$ cat src/rtl/cp0.sv
// Coprocessor-0 for the multi-cycle MIPS core: SR, Cause, EPC and PrID registers,
// mfc0/mtc0 access, and synchronisation of the six hardware interrupt lines.
module cp0 #(
  parameter logic [31:0] PRID        = 32'h0000_0001,
  parameter int unsigned SYNC_STAGES = 2
) (
  input  logic        clk,
  input  logic        rst,
  input  logic [29:0] pcout,
  input  logic [4:0]  sel,
  input  logic [31:0] din,
  input  logic        wen,
  input  logic        exl_set,
  input  logic        exl_clr,
  input  logic [5:0]  hwint,
  output logic        irq,
  output logic [29:0] epc,
  output logic [31:0] dout
);

  logic [SYNC_STAGES-1:0][5:0] r_sync;
  logic [5:0]  r_im;
  logic        r_exl;
  logic        r_ie;
  logic [29:0] r_epc;

  logic [5:0]  w_ip;
  logic        w_wr_sr;
  logic        w_wr_epc;

  assign w_ip     = r_sync[SYNC_STAGES-1];
  assign w_wr_sr  = wen && (sel == 5'd12);
  assign w_wr_epc = wen && (sel == 5'd14);

  // Shift chain: stage 0 samples hwint, the last stage is Cause.IP.
  always_ff @(posedge clk or posedge rst) begin
    if (rst) begin
      r_sync <= '0;
    end else begin
      for (int unsigned k = SYNC_STAGES - 1; k > 0; k--) begin
        r_sync[k] <= r_sync[k-1];
      end
      r_sync[0] <= hwint;
    end
  end

  // exl_set outranks exl_clr, which outranks an mtc0 write of the EXL bit.
  always_ff @(posedge clk or posedge rst) begin
    if (rst) begin
      r_im  <= '0;
      r_exl <= 1'b0;
      r_ie  <= 1'b0;
      r_epc <= '0;
    end else begin
      if (w_wr_sr) begin
        r_im <= din[15:10];
        r_ie <= din[0];
      end

      if (exl_set) begin
        r_exl <= 1'b1;
      end else if (exl_clr) begin
        r_exl <= 1'b0;
      end else if (w_wr_sr) begin
        r_exl <= din[1];
      end

      if (exl_set) begin
        r_epc <= pcout;
      end else if (w_wr_epc) begin
        r_epc <= din[31:2];
      end
    end
  end

  assign irq = (|(w_ip & r_im)) & r_ie & ~r_exl;
  assign epc = r_epc;

  always_comb begin
    dout = '0;
    case (sel)
      5'd12:   dout = {16'h0000, r_im, 8'h00, r_exl, r_ie};
      5'd13:   dout = {16'h0000, w_ip, 10'h000};
      5'd14:   dout = {r_epc, 2'b00};
      5'd15:   dout = PRID;
      default: dout = '0;
    endcase
  end

endmodule

$ cat config.mk
export PLATFORM = sky130hd
export DESIGN_NAME = cp0
export DESIGN_NICKNAME = d
export VERILOG_FILES = /design/src/rtl/cp0.sv
export SDC_FILE = /design/constraint.sdc
export NUM_CORES = 1
export LEC_CHECK = 0
export ABC_AREA = 1
export ABC_CLOCK_PERIOD_IN_PS = 1100
export BUFFER_PORTS_ARGS = -buffer_cell sky130_fd_sc_hd__buf_4
export CAP_MARGIN = 30
export CORE_UTILIZATION = 41
export DETAILED_ROUTE_END_ITERATION = 8
export PLACE_DENSITY = 0.77
export SLEW_MARGIN = 40
export SYNTH_ARGS = -nofsm -noshare
export SYNTH_HDL_FRONTEND = slang
export SYNTH_SLANG_ARGS = --single-unit
$ cat constraint.sdc
create_clock -name clk -period 1.1 [get_ports clk]
set_input_delay 0 -clock clk [delete_from_list [all_inputs] [get_ports clk]]
set_output_delay 0 -clock clk [all_outputs]
set_load 0.05 [all_outputs]
==> flow_summary.json <==
{
  "fin_ws_ps": -105,
  "cp.arrival_ps": 1210,
  "overflow": 0,
  "drc": 0,
  "rows": 28,
  "syn_to_final_growth_pct": 77.9,
  "power.density_mw_per_mm2": 1120,
  "synthFlopType": "dfrtp_1",
  "dpl_worst_slack_ps": -8.60,
  "final_hold_viol_count": 0,
  "ys_seq_area_share_pct": 47.8,
  "hp-class": "primary input to register",
  "detail_route.first_pass.iterations": 7,
  "wire_per_inst_um": 13.7,
  "max_stage_delay_ps": 400,
  "fmax_ghz": 0.830,
  "synth.distinct_cells": 14,
  "drt_iter0_drc": 185,
  "via_per_inst": 4.95,
  "clkTransAtPathRegs_ps": 90,
  "port_buffers": 140,
  "grt_pass1_wl_um": 12700,
  "cts-root-buf": "clkbuf_8",
  "relSlewSlack_pct": 79.1,
  "tritoncts": "built",
  "cp-start-kind": "register",
  "drv_slew": 0,
  "synthTopCellsByCount": "157 x nand2_1, 57 x nand3_1, 50 x dfrtp_1",
  "yosysMostFrequentCell": "nand2_1",
  "yosys_warnings": 0,
  "netlist_area_mm2": 0.00262,
  "crit_required_ps": 1100,
  "grt_pass1_vias": 2872,
  "setup_viol": 4,
  "skew_ps": 4.18,
  "clk_latency_ps": 290,
  "rr_startpoint": "r_im[0]",
  "end_kind": "primary output",
  "tns_ps": -252,
  "htreeDepth": 2,
  "cts_buffer_depth": 2,
  "synth_edf_count": 0,
  "dr_total_vias": 3157,
  "tightest_slew_ps": 313,
  "io-pin-count": 141,
  "fin_nets": 640,
  "async_flop_share_pct": 100,
  "antenna_cells": 0,
  "crit_start": "r_im[3]",
  "initial_utilization_pct": 43.5,
  "cp_cell_sequence": "nand2_1 > nand3_2 > nor2_4 > nor3_2 > buf_6",
  "fin_crit_ps": 1210,
  "fin_crit_sh_pct": 110,
  "core-area_mm2": 0.00603,
  "die_w_um": 81.9,
  "yosys.area.top_type": "dfrtp_1",
  "rsz0062_at_grt": "true",
  "cts_buffers": 5,
  "drv_cap": 0,
  "p_total_mw": 5.21,
  "dieArea_mm2": 0.00671,
  "synth_top_area_share_pct": 47.8,
  "grt_max_degree": 56,
  "cts_sinks": 50,
  "gp_congestion": 0.866,
  "synth_area_leaders": "dfrtp_1 48%, nand2_1 22%, nand3_1 11%, inv_1 5.4%, nor2_1 4.2%",
  "routed_wl_um": 8730,
  "critPathKind": "register to primary output",
  "grt_usage_pct": 24.7,
  "synthCells": 373,
  "place.detailed.hpwl_um": 5410,
  "hp-start": "pcout[16]",
  "crit_path_top_delay_cell": "dfrtp_1",
  "die-height_um": 81.9,
  "irDropWorstVdd_v": 0.000864,
  "violations": "negative setup slack",
  "antenna_found_initial": 0,
  "drive_above_1_share_pct": 36.8,
  "syn_area_per_cell_um2": 7.02,
  "ant_nets": 0,
  "syn_nets": 451,
  "outcome": "complete, but fails checks",
  "cp_max_fo": 3,
  "p_leak_nw": 2.54,
  "synth_seq_cells": 50
}
==> critical path: cells and delay by family (launching register included) <==
family | cells | cell delay [ps]
flip-flops | 1 | 400
AND/OR/NAND/NOR | 4 | 350
buffers and inverters | 1 | 180
==> kinds of logic (layout without fill, tap and decap cells) <==
logic type / count (synthesis) / after routing / share of synthesized area (%)
compound gates: 14 / 14 / 2.67
buf+inv: 59 / 249 / 9.74
flops: 50 / 50 / 47.8
simple gates: 250 / 250 / 39.8
==> worst paths after layout <==
kind                            cells after the start        end  slack, ps
worst max register to register                      3    r_im[0]        270
worst min-delay path                                5    epc[16]          3
worst max-delay path                                5        irq       -110
worst min register to register                      0    w_ip[0]        350
min in group asynchronous                           3  r_sync[0]        230
max in group asynchronous                           4    epc[11]        400
==> layout make-up <==
class	instances	area [um2]
Tap cell	75	93.8
Clock inverter	1	30.0
Timing Repair Buffer	203	1770
Sequential cell	50	1250
Inverter	38	146
Multi-Input combinational cell	264	1300
Clock buffer	7	76.3
Fill cell	400	1360
==> registers in the layout (all words and copies together) (netlist names) <==
name,cells
w_ip,6
r_ie,1
r_sync,6
r_im,6
r_exl,1
epc,30
==> per-stage QoR <==
step | utilization, % | hold slack [ps] | cells | instance area, um2
3_5_place_dp | 65.4 | -18.8 | 578 | 3940
5_1_grt | 77.4 | 8.51 | 638 | 4660
2_1_floorplan | - | 31.4 | 373 | 2760
6_report | 77.4 | 3.19 | 638 | 4660
4_1_cts | 75.1 | 0.244 | 631 | 4530
3_3_place_gp | 65.4 | -24.8 | 578 | 3940
==> power breakdown <==
| part | leakage [nW] | internal (mW) | switching (mW) |
|---|---|---|---|
| Combinational | 1.88 | 0.725 | 1.06 |
| Sequential | 0.613 | 2.03 | 0.158 |
| Clock | 0.0524 | 0.681 | 0.562 |
| Total | 2.54 | 3.43 | 1.78 |
==> routing by layer <==
layer  routed length, um  track usage [%]  vias to the layer above
met3                 472             3.56                       32
met2                4680             44.6                      145
met5                   0                0                        -
met1                3290             29.6                     1459
met4                 280             9.12                        0
li1                    -                -                     1521
==> repair_timing <==
action / CTS / global route
setup buffers: 4 / 6
endpoints found under the setup margin: 3 / 19
hold endpoints to repair: 77 / 1
hold buffers: 41 / 1
resized for setup: 9 / 22
pin swaps: 4 / 4
==> cell usage in the layout, fill, tap and decap left out, drive strengths merged <==
master,Yosys,final
buf,17,161
bufinv,0,1
clkbuf,4,7
clkinv,0,1
clkinvlp,0,1
dfrtp,50,50
dlygate4sd3,0,42
inv,38,36
nand2,157,157
nand3,59,59
nand4,1,1
nor2,32,32
nor3,1,1
o21ai,14,14
Power figures use the tool's default switching activity.
